`src/rtl/pixel_pkg.sv`:
```
// Shared constants and width helpers for the pixel block averager.
// Supplies the clog2 helper, the accumulator width and the rounding mode codes.
package pixel_pkg;

  localparam int ROUND_TRUNC   = 0;
  localparam int ROUND_HALF_UP = 1;

  function automatic int clog2(input int value);
    int r;
    int v;
    r = 0;
    v = value - 1;
    while (v > 0) begin
      r = r + 1;
      v = v >> 1;
    end
    return r;
  endfunction

  // A FACTOR x FACTOR block sum needs 2*log2(FACTOR) bits of headroom.
  function automatic int sum_w(input int resolution, input int factor);
    return resolution + 2 * clog2(factor);
  endfunction

endpackage

```
`src/rtl/line_acc_ram.sv`:
```
// Partial block sums for one row of blocks: combinational read, registered write.
// Contents are not reset; the first row of every block row overwrites them.
module line_acc_ram
  import pixel_pkg::*;
#(
  parameter int DEPTH = 28,
  parameter int WIDTH = 12,
  parameter int AW    = (DEPTH > 1) ? clog2(DEPTH) : 1
) (
  input  logic             clk,
  input  logic             wr_en_i,
  input  logic [AW-1:0]    wr_addr_i,
  input  logic [WIDTH-1:0] wr_dat_i,
  input  logic [AW-1:0]    rd_addr_i,
  output logic [WIDTH-1:0] rd_dat_o
);

  logic [WIDTH-1:0] mem_q [DEPTH];

  always_ff @(posedge clk) begin
    if (wr_en_i) begin
      mem_q[wr_addr_i] <= wr_dat_i;
    end
  end

  assign rd_dat_o = mem_q[rd_addr_i];

endmodule

```
`src/rtl/pixel_block_averager.sv`:
```
// Streaming FACTOR x FACTOR box-filter downsampler; result registered one cycle after the block's last pixel.
// Input is stalled (in_ready low) while an output is held by downstream backpressure.
module pixel_block_averager
  import pixel_pkg::*;
#(
  parameter int RESOLUTION = 8,
  parameter int IN_WIDTH   = 56,
  parameter int IN_HEIGHT  = 56,
  parameter int FACTOR     = 2,
  parameter int ROUND      = 1
) (
  input  logic                  clk,
  input  logic                  rst_n,
  input  logic                  in_valid,
  output logic                  in_ready,
  input  logic [RESOLUTION-1:0] in_pixel,
  input  logic                  in_sof,
  output logic                  out_valid,
  input  logic                  out_ready,
  output logic [RESOLUTION-1:0] out_pixel,
  output logic                  out_last
);

  localparam int LOG2F = clog2(FACTOR);
  localparam int SUM_W = sum_w(RESOLUTION, FACTOR);
  localparam int DEPTH = IN_WIDTH / FACTOR;
  localparam int AW    = (DEPTH > 1) ? clog2(DEPTH) : 1;
  localparam int CW    = clog2(IN_WIDTH);
  localparam int RW    = clog2(IN_HEIGHT);
  localparam int RND   = (ROUND == ROUND_HALF_UP) ? (1 << (2 * LOG2F - 1)) : 0;

  localparam logic [CW-1:0] COL_MASK = CW'(FACTOR - 1);
  localparam logic [RW-1:0] ROW_MASK = RW'(FACTOR - 1);
  localparam logic [CW-1:0] COL_MAX  = CW'(IN_WIDTH - 1);
  localparam logic [RW-1:0] ROW_MAX  = RW'(IN_HEIGHT - 1);

  logic [CW-1:0]         col_q, col_d;
  logic [RW-1:0]         row_q, row_d;
  logic [SUM_W-1:0]      hsum_q, hsum_d;
  logic                  out_valid_q, out_valid_d;
  logic [RESOLUTION-1:0] out_pixel_q, out_pixel_d;
  logic                  out_last_q, out_last_d;

  logic             accept;
  logic [CW-1:0]    eff_col;
  logic [RW-1:0]    eff_row;
  logic             first_col, last_col, first_row, last_row;
  logic             end_of_row, end_of_frame;
  logic [AW-1:0]    blk;
  logic [SUM_W-1:0] pix_ext, hsum_in, acc_rd, total, rounded;
  logic             acc_we;

  assign in_ready = !out_valid_q || out_ready;
  assign accept   = in_valid && in_ready;

  // A start-of-frame pixel restarts the raster wherever the counters were.
  assign eff_col = in_sof ? '0 : col_q;
  assign eff_row = in_sof ? '0 : row_q;

  assign first_col    = (eff_col & COL_MASK) == '0;
  assign last_col     = (eff_col & COL_MASK) == COL_MASK;
  assign first_row    = (eff_row & ROW_MASK) == '0;
  assign last_row     = (eff_row & ROW_MASK) == ROW_MASK;
  assign end_of_row   = eff_col == COL_MAX;
  assign end_of_frame = end_of_row && (eff_row == ROW_MAX);
  assign blk          = AW'(eff_col >> LOG2F);

  assign pix_ext = SUM_W'(in_pixel);
  assign hsum_in = first_col ? pix_ext : hsum_q + pix_ext;
  assign total   = hsum_in + (first_row ? '0 : acc_rd);
  assign rounded = total + SUM_W'(RND);
  assign acc_we  = accept && last_col && !last_row;

  line_acc_ram #(
    .DEPTH (DEPTH),
    .WIDTH (SUM_W),
    .AW    (AW)
  ) u_acc (
    .clk       (clk),
    .wr_en_i   (acc_we),
    .wr_addr_i (blk),
    .wr_dat_i  (total),
    .rd_addr_i (blk),
    .rd_dat_o  (acc_rd)
  );

  always_comb begin
    col_d       = col_q;
    row_d       = row_q;
    hsum_d      = hsum_q;
    out_valid_d = out_valid_q;
    out_pixel_d = out_pixel_q;
    out_last_d  = out_last_q;
    if (out_valid_q && out_ready) begin
      out_valid_d = 1'b0;
      out_last_d  = 1'b0;
    end
    if (accept) begin
      hsum_d = hsum_in;
      if (end_of_row) begin
        col_d = '0;
        row_d = end_of_frame ? '0 : eff_row + RW'(1);
      end else begin
        col_d = eff_col + CW'(1);
        row_d = eff_row;
      end
      // A completing block overrides the transfer clear above, keeping out_valid high.
      if (last_col && last_row) begin
        out_valid_d = 1'b1;
        out_pixel_d = RESOLUTION'(rounded >> (2 * LOG2F));
        out_last_d  = end_of_frame;
      end
    end
  end

  always_ff @(posedge clk or negedge rst_n) begin
    if (!rst_n) begin
      col_q       <= '0;
      row_q       <= '0;
      hsum_q      <= '0;
      out_valid_q <= 1'b0;
      out_pixel_q <= '0;
      out_last_q  <= 1'b0;
    end else begin
      col_q       <= col_d;
      row_q       <= row_d;
      hsum_q      <= hsum_d;
      out_valid_q <= out_valid_d;
      out_pixel_q <= out_pixel_d;
      out_last_q  <= out_last_d;
    end
  end

  assign out_valid = out_valid_q;
  assign out_pixel = out_pixel_q;
  assign out_last  = out_last_q;

endmodule

```
`config.mk`:
```
export PLATFORM = sky130hd
export DESIGN_NAME = pixel_block_averager
export DESIGN_NICKNAME = d
export VERILOG_FILES = /design/src/rtl/pixel_pkg.sv /design/src/rtl/line_acc_ram.sv /design/src/rtl/pixel_block_averager.sv
export SDC_FILE = /design/constraint.sdc
export NUM_CORES = 1
export LEC_CHECK = 0
export CORE_ASPECT_RATIO = 1.75
export CORE_MARGIN = 3
export CORE_UTILIZATION = 60
export DETAILED_ROUTE_END_ITERATION = 8
export PLACE_DENSITY = 0.88
export SKIP_CTS_REPAIR_TIMING = 1
export SLEW_MARGIN = 20
export SYNTH_ARGS = -nofsm -noshare
export SYNTH_HDL_FRONTEND = slang
export SYNTH_SLANG_ARGS = --single-unit
export TNS_END_PERCENT = 1
```
`constraint.sdc`:
```
create_clock -name clk -period 7.2 [get_ports clk]
set_clock_uncertainty 0.15 [all_clocks]
set_input_delay 0.72 -clock clk [delete_from_list [all_inputs] [get_ports clk]]
set_output_delay 0.72 -clock clk [all_outputs]
set_load 0.01 [all_outputs]
```
# --- After elaboration in Yosys (flattened, before gate mapping) ---
# Memory sizes are Yosys's and may differ from the RTL's.
# Cells that the tools add are included.
totals:
  register_bits: 32
  n_memories: 1
  output_inout_bits: 11
  ram_bits: 280
  wordCells: 41
  inputBits: 13
mem_list:
  columns: ["name", "depth", "word_bits", "rd", "rd_clocked_by_memory_dff", "wr", "line_no", "rtl"]
  rows:
  - ["u_acc.mem_q", 28, 10, 1, 0, 1, "line_acc_ram.sv:18", "logic [WIDTH-1:0] mem_q [DEPTH];"]
op_classes:
  n_addsub: 5
  n_reduce_logical: 12
  n_eq_ne: 2
  n_mux: 15
op_table:
  columns: ["operator", "n"]
  rows:
  - ["two-way mux 6 bit", 5]
  - ["two-way mux 10 bit", 2]
  - ["adder 6 x 1 -> 6 bit, second input constant", 2]
  - ["== test 6 bit, second input constant", 2]
  - ["zero test 6 bit", 2]
  - ["adder 10 bit", 1]
  - ["adder 10 x 2 -> 10 bit, second input constant", 1]
  - ["adder 10 x 8 -> 10 bit", 1]
  - ["two-way mux 1 bit", 8]
  - ["logical AND 1 bit", 6]
  - ["zero test 1 bit", 2]
  - ["AND reduction 2 bit", 1]
  - ["logical OR 1 bit", 1]

# --- Longest topological paths before layout ---
# Gate-level depths: netlist of run 1.
depth:
  ltp_word: 7
  mapped_depth: 20
  mapped_depth_nobuf: 19

# --- By module ---
# Synthesis of run 1 repeated with hierarchy kept, for this count alone.
hier_totals:
  cells_unflattened: 833
  hier_area_um2: 13594.3
by_module_without_submodules:
  columns: ["module", "area_each_um2", "seq_area_each_um2", "cells_per_inst", "instances"]
  rows:
  - ["line_acc_ram", 10996.8, 8408.1, 535, 1]
  - ["pixel_block_averager", 2597.5, 800.8, 298, 1]

# --- Worst setup path before layout of run 1 ---
# Ideal clock, no wire load.
synth_timing:
  path_type: "register to register"
  startpoint: "reg col_q[2]"
  endpoint: "reg out_pixel_q[7], in the netlist out_pixel[7]"
  setup_ns: 0.126
  period_less_slack_ns: 5.326
  stages_incl_launch_ff: 19
  required_time_ns: 6.924
  path_buffers: 4
  arrival_time_ns: 5.050
  setup_slack_ns: 1.874
  cell_sequence: "dfrtp_1 > buf_2 > buf_2 > or2_2 > nand2_1 > buf_2 > buf_1 > a21oi_1 > o21ai_0 > o211ai_1 > a211oi_1 > fa_1 > a21o_1 > a21oi_1 > nand2b_1 > o311ai_1 > and4_1 > a31oi_1 > a221o_1"
synth_between:
  elab_chain_len: 5
synth_lines:
  columns: ["item", "line_no", "rtl"]
  rows:
  - ["from (decl)", "pixel_block_averager.sv:37", "logic [CW-1:0] col_q, col_d;"]
  - ["from (signal assigned)", "pixel_block_averager.sv:125", "col_q <= col_d;"]
  - ["two-way mux 6 bit", "pixel_block_averager.sv:57", "assign eff_col = in_sof ? '0 : col_q;"]
  - ["memory (28 x 10 bit)", null, null]
  - ["two-way mux 10 bit", "pixel_block_averager.sv:70", "assign total = hsum_in + (first_row ? '0 : acc_rd);"]
  - ["adder 10 bit", "pixel_block_averager.sv:70", null]
  - ["named net total[6]", "pixel_block_averager.sv:50", "logic [SUM_W-1:0] pix_ext, hsum_in, acc_rd, total, rounded;"]
  - ["adder 10 x 2 -> 10 bit", "pixel_block_averager.sv:71", "assign rounded = total + SUM_W'(RND);"]
  - ["to (signal assigned)", "pixel_block_averager.sv:129", "out_pixel_q <= out_pixel_d;"]
  - ["to (decl)", "pixel_block_averager.sv:41", "logic [RESOLUTION-1:0] out_pixel_q, out_pixel_d;"]
# The timed path passes the listed nets, and every way through them passes these cells.
# A chain may end at the register's enable or synchronous reset.

# --- Worst setup path after layout of run 1 ---
# Ends and elaborated chain as after synthesis.

==> impl_metrics.ini, run 1 <==
[setup_path]
worst-path-buf-inv = 1
end_kind = flop
cp_max_fo = 58
crit_slowest_cell = nor2b_1
start_kind = flop
critical-path-top-delay-family = compound AO/OA/AOI/OAI gates
crit_type = flop to flop
worst_ep_required_time_ns = 7.53
cp-startpoint = col_q[2]
slowest_delay_ns = 0.98
arrival_ns = 6.13
critical_path.cell_chain = nor2b_1 > a221o_1 > a21oi_1 > nor3_1 > o21ai_0 > a211oi_1 > ha_1 > o311ai_4 > buf_4 > and4_1 > nand3_1 > a211oi_1 > a221o_1
r2r-start = col_q[2]

[placement]
hpwlAfterDp_um = 22100
finalWeightedCongestion = 0.991
port_buffers = 23
dp_slack_ns = 1.49
dp_cells = 1284

[synth]
synth-xor-area-share = 0.00967
synthAdderAreaFrac = 0.0214
ys_ff_latch = 312
avgSynthCellArea_um2 = 13.5
synthArstFlopShare = 0.103
synthMuxAreaShare = 0.0601
ys_seq_area_frac = 0.678
ys_warn_count = 0
yosys.area_share.simple = 0.0880
synth_nets = 1038
syn_inst = 1003
synthFlopType = edfxtp_1
netlist_area_um2 = 13600
synth_edf_count = 280
synth_compound_area_frac = 0.119
ys_types = 64
synth_top_family_by_area = compound AO/OA/AOI/OAI gates

[timing]
setup_slack_ns = 1.40
fin_crit_ns = 5.80
tns_ns = 0
max_slew_margin = 0.235
period_share = 0.806
hold_viol_final = 0
tightest_slew_ns = 1.15
drv_slew = 0
grt_setup_unrepaired = no
max_freq_ghz = 0.172
finalSetupViolations = 0
timing.hold.ws_ns = 0.333

[floorplan]
top_level_ports = 24
core_area_um2 = 22200
die_w_um = 120
die_area_um2 = 24600
initial_core_util = 0.613
die_h_um = 205
row_count = 72

[final_layout]
n_antenna_cell = 0
layout.nets = 1050
stdcell_count = 1329
areaGrowthSynthToFinish_pct = 10.9
layout-drive-gt1-share = 0.111

[global_route]
grt_pass1_wl_um = 51800
antenna_found_initial = 0
grt_usage = 0.282
grt_pass1_vias = 8807
grt_start_max_net_pins = 59
grt_overflow = 0

[clock_network]
cts_sinks = 312
clkTransAtPathRegs_ns = 0.07
cts_root_buf = clkbuf_16
numCtsBuffers = 25
clockBufferDepth = 3
cts_tree = built
htree_levels = 1
clock_latency_ns = 0.56

[pwr]
peakVddDrop_mv = 0.204
p_per_area_nw_per_um2 = 269
leakage_nw = 5.04

[detailed_routing]
wire_per_inst_um = 26.1
num_vias = 8890
ant_nets = 0
viasPerCell = 6.69
drc = 0
drtPass1Iterations = 5
initialDrtViolationCount = 1001
routed_wl_um = 34600

[status]
outcome = finished, final reports clean

[run]
maxCapViolCount = 0

[worst_hold_path]
hold_path.class = flop to flop
hp-start = out_pixel[2]
==> flip-flops by register name (all words and copies together), names as in the netlist <==
| signal | flops |
|---|---|
| out_pixel | 8 |
| row_q | 6 |
| u_acc.mem_q | 280 |
| out_last | 1 |
| col_q | 6 |
| out_valid | 1 |
| hsum_q | 10 |
==> path summary, 6_finish.rpt <==
check / endpoint / slack (ns) / depth (start not counted)
worst max register to register: out_pixel[7] / 1.40 / 13
worst min register to register: out_pixel[2] / 0.33 / 2
worst max-delay path: out_pixel[7] / 1.40 / 13
min in group asynchronous: hsum_q[1] / 0.41 / 2
max in group asynchronous: col_q[2] / 6.13 / 2
worst min-delay path: out_pixel[2] / 0.33 / 2
==> worst min-delay path, delay by kind of cell (launching register included) <==
family             cells  cell delay (ns)
DFF                    1             0.35
and+or+nand+nor        1             0.05
AOI/OAI and AO/OA      1             0.06
==> stage by stage <==
stage | cell area (um^2) | util | total power, W
finish | 15100 | 0.680 | 0.00405
global route | 15100 | 0.680 | 0.00414
CTS | 15100 | 0.680 | 0.00404
detailed placement | 14200 | 0.639 | 0.00258
global placement | 14200 | 0.639 | 0.00256
floorplan | 13600 | - | 0.00240
==> synth_stat cells, drive strengths merged, types with 4 or more instances <==
master  number  area, um^2
a211oi      11        87.6
a21o         6        45.0
a21oi       80         408
a221o        9        90.1
a221oi       6        52.6
a22oi       13        97.6
a31oi        4        25.0
a32o         4        40.0
and2         7        46.3
and3         9        56.3
buf         30         156
clkbuf      29         109
dfrtp       32         801
edfxtp     280        8410
ha          20         250
inv         15        56.3
mux2        35         394
mux2i       31         310
mux4         5         113
nand2       87         327
nand2b       5        31.3
nand3        9        45.0
nand4        7        43.8
nor2        73         274
nor2b       13        81.3
nor3         9        45.0
nor3b       23         173
o211ai       5        37.5
o21ai       60         300
o22a         4        35.0
o22ai       28         175
o31ai        7        52.6
xnor2       10        87.6
xor2         5        43.8
==> layout make-up <==
type / count / area (um^2)
Fill cell: 1395 / 7100
Clock inverter: 18 / 260
Clock buffer: 27 / 633
Tap cell: 296 / 370
Inverter: 15 / 56.3
Sequential cell: 312 / 9220
Multi-Input combinational cell: 617 / 4120
Timing Repair Buffer: 44 / 408
==> routing by layer <==
| layer | up-vias | part of all wire | GRT usage |
|---|---|---|---|
| li1 | 3855 | - | - |
| met4 | 0 | 0.076 | 0.191 |
| met1 | 4311 | 0.34 | 0.334 |
| met5 | - | 0 | 0 |
| met2 | 575 | 0.50 | 0.478 |
| met3 | 149 | 0.080 | 0.0384 |
==> cells in the final DEF (no fill, tap or decap), types with 19 or more instances in the layout <==
master,instances
ha_1,20
nand2_1,87
a21oi_1,78
clkdlybuf4s50_1,22
nor2_1,73
dfrtp_1,30
clkbuf_16,25
nor3b_1,23
mux2i_1,31
o22ai_1,28
buf_4,19
mux2_2,35
edfxtp_1,280
o21ai_0,59
==> power by group <==
group	internal (W)	switching (W)	total, W
logic	0.000158	0.000338	0.000496
clock network	0.000859	0.000632	0.00149
registers	0.00204	0.0000238	0.00206
==> cells by family after synthesis <==
group           after synthesis
flops                       312
buf+inv                      74
fa+ha+maj                    22
simple gates                252
xor+xnor                     15
mux                          71
compound gates              257
No activity file was read; power rests on OpenSTA's default activity.
==> inputs of run 2 (changes only) <==
==> constraint.sdc (replaced) <==
create_clock -name clk -period 5.5 [get_ports clk]
set_clock_uncertainty 0.15 [all_clocks]
set_input_delay 0.55 -clock clk [delete_from_list [all_inputs] [get_ports clk]]
set_output_delay 0.55 -clock clk [all_outputs]
set_load 0.01 [all_outputs]
==> impl_metrics.ini, run 2 (synthesis results as in run 1) <==
[status]
outcome = finished, final reports clean

[global_route]
grt_overflow = 0
grt_pass1_vias = 9122
antenna_found_initial = 0
grt_pass1_wl_um = 52400
grt_start_max_net_pins = 77
grt_usage = 0.283

[setup_path]
worst-path-buf-inv = 1
cp-startpoint = col_q[2]
crit_slowest_cell = dfrtp_4
slowest_delay_ns = 0.53
worst_r2r_path_depth = 15
crit_type = flop to flop
r2r-start = col_q[2]
critical-path-top-delay-family = simple AND/OR/NAND/NOR gates
r2r_end = out_pixel[7]
end_kind = flop
critical_path.cell_chain = or2_2 > nand2_1 > buf_4 > a21oi_1 > o21ai_0 > nand4_1 > nor2_1 > ha_1 > a21oi_2 > a21oi_1 > o41a_1 > and3_1 > or3_1 > and2_4 > a221o_1
cp_max_fo = 29
arrival_ns = 5.32
start_kind = flop
r2r_setup_slack_ns = 0.46
worst_path_most_repeated_cell = a21oi_1
cp.depth = 15
worst_ep_required_time_ns = 5.77
cp-endpoint = out_pixel[7]

[clock_network]
clock_latency_ns = 0.55
clkTransAtPathRegs_ns = 0.08
clockBufferDepth = 3
cts_root_buf = clkbuf_16
numCtsBuffers = 25
htree_levels = 1
cts_sinks = 312
cts_tree = built

[pwr]
peakVddDrop_mv = 0.224
p_per_area_nw_per_um2 = 339
power_w = 0.00512
leakage_nw = 5.07

[worst_hold_path]
hold_path.class = primary input to async pin

[floorplan]
core_area_um2 = 22200
row_count = 72
die_area_um2 = 24600
top_level_ports = 24
die_w_um = 120
die_h_um = 205
initial_core_util = 0.613

[timing]
tightest_slew_ns = 1.14
tns_ns = 0
hold_viol_final = 0
finalSetupViolations = 0
max_freq_ghz = 0.198
fin_crit_ns = 5.04
drv_slew = 0
grt_setup_unrepaired = no
max_slew_margin = 0.237
period_share = 0.917

[run]
maxCapViolCount = 0

[placement]
dp_cells = 1304
hpwlAfterDp_um = 22600
port_buffers = 23
finalWeightedCongestion = 0.980

[final_layout]
layout-drive-gt1-share = 0.125
largest_reg_flops = 280
stdcell_count = 1350
final_cell_mix = 280 x edfxtp_1, 87 x nand2_1, 78 x a21oi_1
largest_register = u_acc.mem_q
num-fill-cells = 1431
layout.nets = 1070
final_common_cell = edfxtp_1
areaGrowthSynthToFinish_pct = 11.2

[detailed_routing]
routed_wl_um = 34600
num_vias = 9074
wire_per_inst_um = 25.6
viasPerCell = 6.72
initialDrtViolationCount = 1192
drc = 0
ant_nets = 0
drtPass1Iterations = 6
## run 2: cell types whose count changed in the layout (fill, tap and decap cells not counted), sizes merged
| cell | before | now |
|---|---|---|
| buf | 22 | 42 |
| bufinv | 6 | 2 |
| clkinv | 11 | 12 |
| clkinvlp | 0 | 3 |
| diode | 0 | 1 |
## run 2: cell type report
class / count / area (um^2) / area share
flip-flops and latches: 312 / 9220 / 0.610
multi-input cells: 617 / 4120 / 0.273
clock buffers: 27 / 633 / 0.0419
repair buffers: 64 / 571 / 0.0378
well taps: 296 / 370 / 0.0245
clock inverters: 18 / 140 / 0.00927
inverters: 15 / 56.3 / 0.00373
diodes: 1 / 2.50 / 0.000166
## run 2: through the flow
stage	instance area [um^2]	util	hold WS [ns]	worst slack [ns]
after floorplan	13600	-	0.104	0.174
after global placement	14300	0.647	0.313	0.331
after detailed placement	14300	0.647	0.325	0.193
after CTS	15100	0.682	0.263	0.607
after global routing	15100	0.682	0.296	0.302
final	15100	0.682	0.262	0.456
## run 2: worst min-delay path by stage
| stage | endpoint | from | depth (start not counted) | slack (ns) |
|---|---|---|---|---|
| floorplan | col_q[0] | rst_n | 0 | 0.10 |
| global placement | hsum_q[5] | hsum_q[5] | 2 | 0.31 |
| detailed placement | hsum_q[3] | hsum_q[3] | 2 | 0.33 |
| CTS | hsum_q[0] | rst_n | 2 | 0.26 |
| global route | hsum_q[0] | rst_n | 2 | 0.30 |
| finish | hsum_q[0] | rst_n | 2 | 0.26 |
## run 2: metal layers
metal  wire length (um)  vias to the layer above  part of all wire  global-route usage
li1                   -                     3892                 -                   -
met1              11800                     4439              0.34               0.322
met2              17600                      583              0.51               0.493
met3               2640                      160             0.076              0.0403
met4               2530                        0             0.073               0.191
met5                  0                        -                 0                   0
## run 2: where the power goes
part	switching, W	leakage (nW)	internal (W)
combinational	0.000460	1.74	0.000228
sequential	0.0000155	2.96	0.00267
clock	0.000819	0.370	0.000927
total	0.00129	5.07	0.00382
==> inputs of run 3 (changes only) <==
--- a/config.mk
+++ b/config.mk
@@ -11,7 +11,6 @@
 export DETAILED_ROUTE_END_ITERATION = 8
 export PLACE_DENSITY = 0.88
 export SKIP_CTS_REPAIR_TIMING = 1
-export SLEW_MARGIN = 20
 export SYNTH_ARGS = -nofsm -noshare
 export SYNTH_HDL_FRONTEND = slang
 export SYNTH_SLANG_ARGS = --single-unit
==> impl_metrics.ini, run 3 (synthesis results as in run 1) <==
[floorplan]
row_count = 72
top_level_ports = 24
core_area_um2 = 22200
initial_core_util = 0.613
die_area_um2 = 24600
die_h_um = 205
die_w_um = 120

[timing]
period_share = 0.922
drv_slew = 0
grt_setup_unrepaired = no
tns_ns = 0
max_slew_margin = 0.202
max_freq_ghz = 0.197
tightest_slew_ns = 1.20
finalSetupViolations = 0
fin_crit_ns = 5.07
hold_viol_final = 0

[setup_path]
arrival_ns = 5.34
crit_slowest_cell = dfrtp_4
start_kind = flop
critical_path.cell_chain = or2_2 > nand2_1 > buf_4 > a21oi_1 > o21ai_0 > nand4_1 > nor2_1 > ha_1 > a21oi_2 > a21oi_1 > o41a_1 > and3_1 > or3_1 > and2_4 > a221o_1
end_kind = flop
crit_type = flop to flop
cp_max_fo = 29
worst_r2r_path_depth = 15
slowest_delay_ns = 0.53
worst_path_most_repeated_cell = a21oi_1
worst_ep_required_time_ns = 5.77

[clock_network]
cts_tree = built
cts_root_buf = clkbuf_16
cts_sinks = 312
numCtsBuffers = 25
clkTransAtPathRegs_ns = 0.08
clockBufferDepth = 3
htree_levels = 1
clock_latency_ns = 0.55

[status]
outcome = finished, final reports clean

[final_layout]
largest_register = u_acc.mem_q
areaGrowthSynthToFinish_pct = 11.2
layout-drive-gt1-share = 0.124
final_cell_mix = 280 x edfxtp_1, 87 x nand2_1, 78 x a21oi_1
fin_util = 0.682
layout.nets = 1070
largest_reg_flops = 280
final_common_cell = edfxtp_1

[global_route]
grt_usage = 0.283
grt_overflow = 0
grt_pass1_vias = 9122
antenna_found_initial = 0
grt_start_max_net_pins = 77
grt_pass1_wl_um = 52400

[detailed_routing]
wl_met2_um = 17600
wl_met1_um = 11700
drc = 0
drtPass1Iterations = 8
routed_wl_um = 34600
num_vias = 9083
top_layer = met4
wire_per_inst_um = 25.6
initialDrtViolationCount = 1196
viasPerCell = 6.73
ant_nets = 0
met3_length_um = 2740

[pwr]
peakVddDrop_mv = 0.224
p_per_area_nw_per_um2 = 339
leakage_nw = 5.07

[placement]
hpwlAfterDp_um = 22600
finalWeightedCongestion = 0.980
port_buffers = 23

[run]
maxCapViolCount = 0

[worst_hold_path]
hold_path.class = primary input to async pin
[run 3: cell count changes in the layout (fill, tap and decap cells not counted)]
cell | previous run | this run
ha_2 | 1 | 0
ha_1 | 19 | 20
[run 3: final timing paths]
check	from	to	slack [ns]
min in group clk	out_pixel[1]	out_pixel[1]	0.34
worst min register to register	out_pixel[1]	out_pixel[1]	0.34
worst max-delay path	col_q[2]	out_pixel[7]	0.43
worst max register to register	col_q[2]	out_pixel[7]	0.43
worst min-delay path	rst_n	hsum_q[0]	0.26
max in group asynchronous	rst_n	out_pixel[2]	4.60
[run 3: report_power, final]
part / switching, W / internal (W)
Clock: 0.000819 / 0.000927
Combinational: 0.000461 / 0.000228
Sequential: 0.0000156 / 0.00267
Total: 0.00130 / 0.00382
[run 3: layout make-up]
| type | count | area (um^2) |
|---|---|---|
| clock buffers | 27 | 633 |
| inverters | 15 | 56.3 |
| well taps | 296 | 370 |
| repair buffers | 64 | 571 |
| multi-input cells | 617 | 4120 |
| fillers | 1432 | 7050 |
| clock inverters | 18 | 140 |
| diodes | 1 | 2.50 |
| flip-flops and latches | 312 | 9220 |
[run 3: worst max-delay path, delay by kind of cell (launching register included)]
family | cells | cell delay, ns
AO/OA/AOI/OAI | 6 | 1.40
adder cells (fa/ha/maj) | 1 | 0.34
buffers and inverters | 1 | 0.30
flip-flops | 1 | 0.53
AND/OR/NAND/NOR | 7 | 2.20
[run 3: metal layers]
layer | vias to the layer above | global-route usage
met4 | 0 | 0.191
met5 | - | 0
met3 | 164 | 0.0403
met2 | 601 | 0.493
li1 | 3889 | -
met1 | 4429 | 0.322
[run 3: through the flow]
stage	area, um^2	hold WS, ns	power, W	worst slack [ns]	cells
3_5_place_dp	14300	0.325	0.00340	0.193	1304
4_1_cts	15100	0.263	0.00510	0.607	1349
5_1_grt	15100	0.296	0.00524	0.302	1349
2_1_floorplan	13600	0.104	0.00314	0.174	1003
3_3_place_gp	14300	0.313	0.00337	0.331	1304
6_report	15100	0.261	0.00512	0.427	1350
